<file path="src/rtl/mips_host_loader_if.sv">
// Host byte link and memory/core control bundle between the host loader and pipe_MIPS32.
// master is the loader end; slave is the host/memory/core end.
interface mips_host_loader_if #(
    parameter int unsigned AW = 10
);
    logic          in_valid;
    logic [7:0]    in_data;
    logic          in_ready;
    logic          out_valid;
    logic [7:0]    out_data;
    logic          out_ready;
    logic          mem_we;
    logic [AW-1:0] mem_addr;
    logic [31:0]   mem_wdata;
    logic [31:0]   mem_rdata;
    logic          core_run;
    logic          core_halted;
    logic          busy;
    logic          err_sticky;

    modport master (
        input  in_valid, in_data, out_ready, mem_rdata, core_halted,
        output in_ready, out_valid, out_data, mem_we, mem_addr, mem_wdata,
               core_run, busy, err_sticky
    );

    modport slave (
        output in_valid, in_data, out_ready, mem_rdata, core_halted,
        input  in_ready, out_valid, out_data, mem_we, mem_addr, mem_wdata,
               core_run, busy, err_sticky
    );
endinterface

</file>
<file path="src/rtl/mips_host_loader.sv">
// Framed-command host loader: WRITE/READ memory words and RUN the core until HALTED.
// All outputs are registered; one command is in flight at a time.
module mips_host_loader #(
    parameter int unsigned AW       = 10,
    parameter logic [7:0]  ACK_BYTE = 8'hA5,
    parameter logic [7:0]  NAK_BYTE = 8'hEE
) (
    input  logic                clk1,
    input  logic                rst,
    mips_host_loader_if.master  bus
);
    typedef enum logic [2:0] {
        StIdle, StHdr, StWrData, StRdAddr, StRdWait, StRdSend, StRun, StResp
    } state_e;

    localparam logic [AW-1:0] AddrOne = AW'(1);

    state_e        state_q;
    logic          is_wr_q;
    logic [1:0]    cnt_q;
    logic [31:0]   shift_q;
    logic [AW-1:0] addr_q;
    logic [15:0]   len_q;
    logic          in_ready_q;
    logic          out_valid_q;
    logic [7:0]    out_data_q;
    logic          mem_we_q;
    logic [AW-1:0] mem_addr_q;
    logic [31:0]   mem_wdata_q;
    logic          core_run_q;
    logic          err_q;

    logic          in_fire;
    logic          out_fire;
    logic [31:0]   shift_in;

    assign in_fire  = bus.in_valid && in_ready_q;
    assign out_fire = out_valid_q && bus.out_ready;
    assign shift_in = {shift_q[23:0], bus.in_data};

    assign bus.in_ready   = in_ready_q;
    assign bus.out_valid  = out_valid_q;
    assign bus.out_data   = out_data_q;
    assign bus.mem_we     = mem_we_q;
    assign bus.mem_addr   = mem_addr_q;
    assign bus.mem_wdata  = mem_wdata_q;
    assign bus.core_run   = core_run_q;
    assign bus.busy       = (state_q != StIdle);
    assign bus.err_sticky = err_q;

    always_ff @(posedge clk1) begin
        if (rst) begin
            state_q     <= StIdle;
            is_wr_q     <= 1'b0;
            cnt_q       <= 2'd0;
            shift_q     <= 32'd0;
            addr_q      <= '0;
            len_q       <= 16'd0;
            in_ready_q  <= 1'b0;
            out_valid_q <= 1'b0;
            out_data_q  <= 8'd0;
            mem_we_q    <= 1'b0;
            mem_addr_q  <= '0;
            mem_wdata_q <= 32'd0;
            core_run_q  <= 1'b0;
            err_q       <= 1'b0;
        end else begin
            case (state_q)
                StIdle: begin
                    in_ready_q <= 1'b1;
                    if (in_fire) begin
                        cnt_q <= 2'd0;
                        case (bus.in_data)
                            8'h01, 8'h02: begin
                                is_wr_q <= (bus.in_data == 8'h01);
                                state_q <= StHdr;
                            end
                            8'h03: begin
                                in_ready_q <= 1'b0;
                                core_run_q <= 1'b1;
                                state_q    <= StRun;
                            end
                            default: begin
                                in_ready_q  <= 1'b0;
                                err_q       <= 1'b1;
                                out_valid_q <= 1'b1;
                                out_data_q  <= NAK_BYTE;
                                state_q     <= StResp;
                            end
                        endcase
                    end
                end
                // Header is {addr[15:0], count[15:0]}, big-endian, shifted in bytewise.
                StHdr: begin
                    if (in_fire) begin
                        shift_q <= shift_in;
                        cnt_q   <= cnt_q + 2'd1;
                        if (cnt_q == 2'd3) begin
                            addr_q <= shift_in[16 +: AW];
                            len_q  <= shift_in[15:0];
                            if (shift_in[15:0] == 16'd0) begin
                                if (is_wr_q) begin
                                    in_ready_q  <= 1'b0;
                                    out_valid_q <= 1'b1;
                                    out_data_q  <= ACK_BYTE;
                                    state_q     <= StResp;
                                end else begin
                                    state_q <= StIdle;
                                end
                            end else if (is_wr_q) begin
                                state_q <= StWrData;
                            end else begin
                                in_ready_q <= 1'b0;
                                mem_addr_q <= shift_in[16 +: AW];
                                state_q    <= StRdAddr;
                            end
                        end
                    end
                end
                // mem_we_q doubles as the marker for the single write-strobe cycle.
                StWrData: begin
                    if (mem_we_q) begin
                        mem_we_q <= 1'b0;
                        addr_q   <= addr_q + AddrOne;
                        len_q    <= len_q - 16'd1;
                        if (len_q == 16'd1) begin
                            out_valid_q <= 1'b1;
                            out_data_q  <= ACK_BYTE;
                            state_q     <= StResp;
                        end else begin
                            in_ready_q <= 1'b1;
                        end
                    end else if (in_fire) begin
                        shift_q <= shift_in;
                        cnt_q   <= cnt_q + 2'd1;
                        if (cnt_q == 2'd3) begin
                            mem_we_q    <= 1'b1;
                            mem_addr_q  <= addr_q;
                            mem_wdata_q <= shift_in;
                            in_ready_q  <= 1'b0;
                        end
                    end
                end
                StRdAddr: begin
                    state_q <= StRdWait;
                end
                StRdWait: begin
                    shift_q     <= bus.mem_rdata;
                    out_data_q  <= bus.mem_rdata[31:24];
                    out_valid_q <= 1'b1;
                    cnt_q       <= 2'd0;
                    state_q     <= StRdSend;
                end
                StRdSend: begin
                    if (out_fire) begin
                        cnt_q      <= cnt_q + 2'd1;
                        out_data_q <= shift_q[23:16];
                        shift_q    <= {shift_q[23:0], 8'h00};
                        if (cnt_q == 2'd3) begin
                            out_valid_q <= 1'b0;
                            addr_q      <= addr_q + AddrOne;
                            len_q       <= len_q - 16'd1;
                            if (len_q == 16'd1) begin
                                in_ready_q <= 1'b1;
                                state_q    <= StIdle;
                            end else begin
                                mem_addr_q <= addr_q + AddrOne;
                                state_q    <= StRdAddr;
                            end
                        end
                    end
                end
                StRun: begin
                    if (bus.core_halted) begin
                        core_run_q  <= 1'b0;
                        out_valid_q <= 1'b1;
                        out_data_q  <= ACK_BYTE;
                        state_q     <= StResp;
                    end
                end
                StResp: begin
                    if (out_fire) begin
                        out_valid_q <= 1'b0;
                        in_ready_q  <= 1'b1;
                        state_q     <= StIdle;
                    end
                end
                default: begin
                    state_q <= StIdle;
                end
            endcase
        end
    end
endmodule

</file>
<file path="src/flat_wrapper.sv">
// flat-port wrapper written by rule: the top's interface ports become plain ports
module mips_host_loader_flat 
#(
    parameter int unsigned AW       = 10,
    parameter logic [7:0]  ACK_BYTE = 8'hA5,
    parameter logic [7:0]  NAK_BYTE = 8'hEE
)
  (clk1, rst, bus_in_valid, bus_in_data, bus_out_ready, bus_mem_rdata, bus_core_halted, bus_in_ready, bus_out_valid, bus_out_data, bus_mem_we, bus_mem_addr, bus_mem_wdata, bus_core_run, bus_busy, bus_err_sticky);
  mips_host_loader_if #(.AW(AW)) bus_i ();
  input  logic clk1;
  input  logic rst;
  input wire logic [$bits(bus_i.in_valid)-1:0] bus_in_valid;
  input wire logic [$bits(bus_i.in_data)-1:0] bus_in_data;
  input wire logic [$bits(bus_i.out_ready)-1:0] bus_out_ready;
  input wire logic [$bits(bus_i.mem_rdata)-1:0] bus_mem_rdata;
  input wire logic [$bits(bus_i.core_halted)-1:0] bus_core_halted;
  output wire logic [$bits(bus_i.in_ready)-1:0] bus_in_ready;
  output wire logic [$bits(bus_i.out_valid)-1:0] bus_out_valid;
  output wire logic [$bits(bus_i.out_data)-1:0] bus_out_data;
  output wire logic [$bits(bus_i.mem_we)-1:0] bus_mem_we;
  output wire logic [$bits(bus_i.mem_addr)-1:0] bus_mem_addr;
  output wire logic [$bits(bus_i.mem_wdata)-1:0] bus_mem_wdata;
  output wire logic [$bits(bus_i.core_run)-1:0] bus_core_run;
  output wire logic [$bits(bus_i.busy)-1:0] bus_busy;
  output wire logic [$bits(bus_i.err_sticky)-1:0] bus_err_sticky;
  assign bus_i.in_valid = bus_in_valid;
  assign bus_i.in_data = bus_in_data;
  assign bus_i.out_ready = bus_out_ready;
  assign bus_i.mem_rdata = bus_mem_rdata;
  assign bus_i.core_halted = bus_core_halted;
  assign bus_in_ready = bus_i.in_ready;
  assign bus_out_valid = bus_i.out_valid;
  assign bus_out_data = bus_i.out_data;
  assign bus_mem_we = bus_i.mem_we;
  assign bus_mem_addr = bus_i.mem_addr;
  assign bus_mem_wdata = bus_i.mem_wdata;
  assign bus_core_run = bus_i.core_run;
  assign bus_busy = bus_i.busy;
  assign bus_err_sticky = bus_i.err_sticky;
  mips_host_loader #(.AW(AW), .ACK_BYTE(ACK_BYTE), .NAK_BYTE(NAK_BYTE)) u_core (.clk1(clk1), .rst(rst), .bus(bus_i));
endmodule
</file>
<file path="config.mk">
export PLATFORM = sky130hd
export DESIGN_NAME = mips_host_loader_flat
export DESIGN_NICKNAME = d
export VERILOG_FILES = /design/src/rtl/mips_host_loader_if.sv /design/src/rtl/mips_host_loader.sv /design/src/flat_wrapper.sv
export SDC_FILE = /design/constraint.sdc
export NUM_CORES = 1
export LEC_CHECK = 0
export CORE_UTILIZATION = 50
export CTS_BUF_LIST = sky130_fd_sc_hd__clkbuf_2 sky130_fd_sc_hd__clkbuf_4 sky130_fd_sc_hd__clkbuf_8
export DETAILED_ROUTE_END_ITERATION = 6
export PLACE_DENSITY = 0.77
export SETUP_SLACK_MARGIN = 0.02
export SYNTH_ARGS = -nofsm -noshare
export SYNTH_HDL_FRONTEND = slang
export SYNTH_SLANG_ARGS = --single-unit
export TNS_END_PERCENT = 20
</file>
<file path="constraint.sdc">
create_clock -name clk1 -period 2.2 [get_ports clk1]
set_input_delay 0.55 -clock clk1 [delete_from_list [all_inputs] [get_ports clk1]]
set_output_delay 0.55 -clock clk1 [all_outputs]
set_load 0.02 [all_outputs]
</file>
==> results of run 1 <==
[registers in the layout, summed over array words and instances, names as in the netlist, 2 cells and up]
signal / count
u_core.addr_q: 10
u_core.bus.mem_wdata: 32
u_core.len_q: 16
u_core.shift_q: 24
u_core.bus.out_data: 8
u_core.bus.mem_addr: 10
u_core.cnt_q: 2
u_core.state_q: 3
[per-layer routing]
layer | share of wire | routed length, µm
met1 | 0.43 | 7680
met4 | 0.034 | 616
met2 | 0.46 | 8320
met5 | 0 | 0
met3 | 0.074 | 1330
[cells in the final DEF (no fill, tap or decap), types with 6 or more instances in the layout]
master / count
nand2_1: 141
nor3b_1: 9
o21ai_0: 55
a21oi_1: 80
dfxtp_1: 107
buf_4: 83
clkdlybuf4s50_1: 96
a31oi_1: 6
a311oi_1: 18
nand3_1: 9
o31ai_1: 7
mux2i_1: 7
a211oi_1: 25
ha_1: 6
nor3_1: 13
o22ai_1: 7
inv_1: 7
clkbuf_8: 10
nor2_1: 85
o21bai_1: 7
[area by class of cell]
type | count | share of cell area
clock inverters | 3 | 0.00243
repair buffers | 187 | 0.222
inverters | 8 | 0.00388
clock buffers | 12 | 0.0197
flip-flops and latches | 111 | 0.289
multi-input cells | 583 | 0.440
well taps | 143 | 0.0231
[where the power goes]
group | internal [W] | leakage, nW | switching [W]
combinational | 0.00215 | 1.74 | 0.00259
clock | 0.000464 | 0.0935 | 0.000695
sequential | 0.00247 | 0.906 | 0.000567
total | 0.00508 | 2.74 | 0.00386
[worst max-delay path, cell delays in order, from the launching register on]
cell,delay (ps)
dfxtp_4,420
or3_4,420
dlygate4sd2_1,340
[kinds of logic (layout without fill, tap and decap cells)]
| group | count (synthesis) | after routing |
|---|---|---|
| simple gates | 308 | 308 |
| buf+inv | 77 | 210 |
| compound gates | 257 | 257 |
| xor+xnor | 2 | 2 |
| fa+ha+maj | 6 | 6 |
| mux | 10 | 10 |
| flops | 111 | 111 |
[repair_timing]
action	in CTS	in global routing
buffers inserted	0	3
pin swaps	1	5
gates resized for setup	9	17
setup endpoints to repair	26	61
[per-stage QoR]
step	utilization	std cells	setup TNS [ps]	total power (W)
global placement	0.651	1029	-20880	0.00749
global route	0.677	1047	-1.90	0.00955
finish	0.677	1047	0	0.00894
floorplan	-	771	0	0.00589
CTS	0.669	1044	0	0.00882
detailed placement	0.651	1029	-25140	0.00763
[worst max-delay path by stage]
stage | cells past startpoint | end | slack (ps)
2_1_floorplan | 8 | u_core.bus.out_data[2] | 60
3_3_place_gp | 7 | u_core.bus.out_data[0] | -510
3_5_place_dp | 7 | u_core.bus.out_data[7] | -590
4_1_cts | 7 | u_core.len_q[5] | 20
5_1_grt | 10 | u_core.bus.mem_addr[3] | -2
6_report | 2 | bus_busy | 80
==> metrics.cfg, run 1 <==
[timing]
setup_violations=0
whs_ps=461
tightest_slew_ps=454
finalHoldViolations=0
drv_slew=0
fin_crit_sh=0.965
maxSlewHeadroom=0.697
rsz0062_at_grt=true
setup_ws_ps=77.7
fin_skew_ps=8.66
min_period_ps=2120
clock.fmax_mhz=471

[pwr]
p_leak_nw=2.74
vdd_drop_max_uv=623
power.density_mw_per_mm2=1160

[drt]
drtIter0Drc=494
vias_per_cell=5.98
wirelength_um=17900
vias=6259
dr.pass1.iters=5
routedWlPerCell_um=17.1
antenna_left=0
drc=0

[finish]
layout.nets=951
area_growth_syn_to_layout_pct=32.3
multi_input_area_mm2=0.00340
n_antenna_cell=0
drive_gt1_frac=0.157
seqCellArea_mm2=0.00223
fillCellCount=985
fin_area_mm2=0.00773

[clocking]
cts_max_path_buffers=2
cts_buffers=9
cts_root_buf=clkbuf_8
clkTransAtPathRegs_ps=100
cts_tree=done
cts_sinks=111
cts_max_level=3
clk_latency_ps=390
postCtsHoldBufs=0

[setup_path]
r2r_setup_slack_ps=120
crit_fanout=17
required_ps=1650
cp-end-kind=output pin
start_kind=register
cp_data_arrival_time_ps=1570
worstReg2RegEnd=u_core.bus.mem_addr[3]
critPathLaunch=u_core.state_q[0]
path_class=reg -> out
r2r_cells=10
reg2reg_from=u_core.len_q[1]

[synth]
synth_edf_count=0
synth_top_family_by_area=compound AO/OA/AOI/OAI gates
syn_area_mm2=0.00584
synthSimpleGateAreaFrac=0.246
async_flop_share=0
ys_types=69
postSynthCellCount=771
synthTopCellsByCount=nand2_1, dfxtp_1, nor2_1
synth_area_per_cell_um2=7.58
ys_ff_latch=111
ys_seq_area_frac=0.380
synthAdderAreaFrac=0.0128
synth_top_area_frac=0.380
yosysWarnings=0
synth_largest_area_cell=dfxtp_1
yosys.cell_count.top_type=nand2_1
synth-xor-area-share=0.00300
synth-main-ff-cell=dfxtp_1
synth_area_leaders=dfxtp_1, nand2_1, a21oi_1
synth_compound_area_frac=0.284
synthMuxAreaShare=0.0178
syn-num-nets=822

[global_routing]
grt_util_met2=0.498
grt_first_pass_wirelength_um=28100
grtUsageMet1=0.392
antenna_found_initial=0
top_usage_layer=met2
track_usage=0.303
grt_pass1_vias=5742
grt_max_degree=59
grt_use_met3=0.0382
grt_overflow_total=0

[placed_design]
pre_cts_ws_ps=-592
place_congestion=0.918
place_area_mm2=0.00744
place.detailed.hpwl_um=13000
io_buffers=100

[floorplan]
core_mm2=0.0114
die_area_mm2=0.0121
ios=101
die_height_um=110
rows=39
start_util=0.512
die_x_um=110

[worst_hold_path]
min_to=u_core.bus.mem_wdata[21]
whs_path_depth=2
worstHoldStart=u_core.bus.mem_wdata[21]
min_path_type=reg -> reg

[run]
max_cap_violations=0

[status]
status=finished, final reports clean

Power figures use the tool's default switching activity.
==> run 2: changes to the inputs <==
- PLACE_DENSITY: 0.77 -> 0.74
- clock period: 2.2 -> 2 ns (I/O delays scaled with it)
==> metrics.cfg, run 2 (synthesized netlist as in run 1, its figures left out) <==
[drt]
top_layer_used=met4  ; unchanged
vias_per_cell=5.95  ; was 5.98
routedWlPerCell_um=17.7  ; was 17.1 µm
drtIter0Drc=428  ; was 494
antenna_left=0  ; unchanged
wirelength_um=19100  ; was 17900 µm
vias=6409  ; was 6259
wl_met2_um=9060  ; was 8320 µm
met3_length_um=1160  ; was 1330 µm
dr.pass1.iters=6  ; was 5
wl_met1_um=8240  ; was 7680 µm
drc=0  ; unchanged

[finish]
layout_commonest_cell=nand2_1  ; unchanged
drive_gt1_frac=0.211  ; was 0.157
largest_reg_flops=32  ; unchanged
layout_common_cells=nand2_1, dfxtp_1, buf_4  ; was nand2_1, dfxtp_1, clkdlybuf4s50_1
area_growth_syn_to_layout_pct=41.6  ; was 32.3%
layout.nets=980  ; was 951
n_antenna_cell=0  ; unchanged
layout.cells.non_filler=1077  ; was 1047

[pwr]
seqPwrFrac=0.304  ; was 0.340
vdd_drop_max_uv=781  ; was 623 µV
p_sw_w=0.00460  ; was 0.00386 W
p_int_w=0.00637  ; was 0.00508 W
p_clk_frac=0.153  ; was 0.130
pwr-share-comb=0.543  ; was 0.531
power.density_mw_per_mm2=1330  ; was 1160 mW/mm²
switching_share=0.419  ; was 0.431
p_leak_nw=3.05  ; was 2.74 nW

[timing]
finalHoldViolations=0  ; unchanged
min_period_ps=2000
rsz0062_at_grt=true  ; unchanged
clock.fmax_mhz=501
tightest_slew_ps=431  ; was 454 ps
setup_violations=0  ; unchanged
fin_skew_ps=11.0  ; was 8.66 ps
drv_slew=0  ; unchanged
maxSlewHeadroom=0.713  ; was 0.697
whs_ps=465  ; was 461 ps
fin_crit_sh=0.998

[run]
max_cap_violations=0  ; unchanged

[clocking]
cts_root_buf=clkbuf_8  ; unchanged
cts_tree=done  ; unchanged
postCtsHoldBufs=0  ; unchanged
cts_max_level=3  ; unchanged
clk_latency_ps=400  ; was 390 ps
cts_sinks=111  ; unchanged
cts_max_path_buffers=2  ; unchanged
clkTransAtPathRegs_ps=110  ; was 100 ps
cts_buffers=9  ; unchanged

[floorplan]
start_util=0.512  ; unchanged
die_area_mm2=0.0121  ; unchanged
core_mm2=0.0114  ; unchanged
die_height_um=110  ; unchanged
ios=101  ; unchanged
rows=39  ; unchanged
die_x_um=110  ; unchanged

[global_routing]
track_usage=0.317  ; was 0.303
grt_overflow_total=0  ; unchanged
grt_pass1_vias=5928  ; was 5742
grt_first_pass_wirelength_um=29300  ; was 28100 µm
grt_max_degree=67  ; was 59
antenna_found_initial=0  ; unchanged

[worst_hold_path]
min_path_type=reg -> reg  ; unchanged

[setup_path]
reg2reg_from=u_core.len_q[1]  ; unchanged
endpoint=u_core.bus.mem_addr[5]  ; was bus_busy
crit_fanout=5  ; was 17
r2r_cells=11  ; was 10
path_class=reg -> reg  ; was reg -> out
cp-end-kind=register  ; was output pin
critPathLaunch=u_core.len_q[1]  ; was u_core.state_q[0]
required_ps=2320  ; was 1650 ps
start_kind=register  ; unchanged
worstReg2RegEnd=u_core.bus.mem_addr[5]  ; was u_core.bus.mem_addr[3]
cp_data_arrival_time_ps=2320  ; was 1570 ps
r2r_setup_slack_ps=3  ; was 120 ps

[placed_design]
place_congestion=0.930  ; was 0.918
io_buffers=100  ; unchanged
placedCellCount=1052  ; was 1029
place.detailed.hpwl_um=13700  ; was 13000 µm

[status]
status=finished, final reports clean  ; unchanged

run 2: cell count changes in the layout (fill, tap and decap cells not counted), sizes merged:
cell	before	now
inv	9	10
dlygate4sd2	1	5
clkdlybuf4s50	96	89
buf	88	116
clkbuf	12	11
dlymetal6s2s	2	4
bufinv	0	3
run 2: stage by stage:
| stage | total power, W | worst slack [ps] | util | instance area (µm²) | setup TNS [ps] |
|---|---|---|---|---|---|
| 5_1_grt | 0.0116 | -73.1 | 0.725 | 8270 | -1130 |
| 4_1_cts | 0.0106 | 3.62 | 0.711 | 8120 | 0 |
| 2_1_floorplan | 0.00651 | 20.0 | - | 5870 | 0 |
| 3_3_place_gp | 0.00868 | -454 | 0.673 | 7680 | -27540 |
| 6_report | 0.0110 | 3.42 | 0.725 | 8270 | 0 |
| 3_5_place_dp | 0.00883 | -529 | 0.673 | 7680 | -32260 |
run 2: final cells by class:
| cell class | instances | area (µm²) |
|---|---|---|
| multi-input cells | 583 | 3540 |
| fillers | 923 | 3150 |
| flip-flops and latches | 111 | 2240 |
| repair buffers | 216 | 2040 |
| well taps | 143 | 179 |
| clock inverters | 7 | 128 |
| clock buffers | 9 | 124 |
| inverters | 8 | 30.0 |
run 2: metal layers:
metal  up-vias  global-route usage
li1       3081                   -
met1      3033               0.402
met2       250               0.527
met3        45              0.0470
met4         0               0.153
met5         -                   0
run 2: repair_timing:
item,in CTS,in global routing
setup endpoints to repair,59,104
gates resized for setup,40,34
setup buffers,4,4
pin swaps,13,10
cloned,2,1
run 2: critical path, cell delays in order (launching register included):
cell and delay [ps]:
dfxtp_2 350, inv_2 50, ha_4 140, nor4b_4 130, nand4_4 140, buf_6 120
a31oi_4 90, nor4_4 380, buf_4 190, buf_6 130, nor2_1 40, a211oi_1 160
run 2: power groups by stage:
stage,Clock (W),Sequential (W),Combinational [W]
2_1_floorplan,0,0.00324,0.00327
3_3_place_gp,0,0.00329,0.00539
3_5_place_dp,0,0.00330,0.00552
4_1_cts,0.00169,0.00328,0.00564
5_1_grt,0.00179,0.00337,0.00644
6_report,0.00168,0.00333,0.00595
run 2: worst min-delay path by stage:
stage	end	slack (ps)	depth (start not counted)	startpoint
final	u_core.bus.mem_wdata[2]	460	2	u_core.bus.mem_wdata[2]
after detailed placement	u_core.bus.mem_wdata[31]	450	2	u_core.bus.mem_wdata[31]
after floorplan	u_core.bus.mem_wdata[26]	450	2	u_core.shift_q[18]
after CTS	u_core.bus.mem_wdata[9]	470	2	u_core.bus.mem_wdata[9]
after global placement	u_core.bus.mem_wdata[23]	440	2	u_core.bus.mem_wdata[23]
after global routing	u_core.bus.mem_wdata[2]	480	2	u_core.bus.mem_wdata[2]
==> run 3: changes to the inputs <==
- CTS_CLUSTER_DIAMETER: not set -> 200
==> results of run 3 <==
Same layout as run 2: the final DEF is identical, and so are final timing and power.
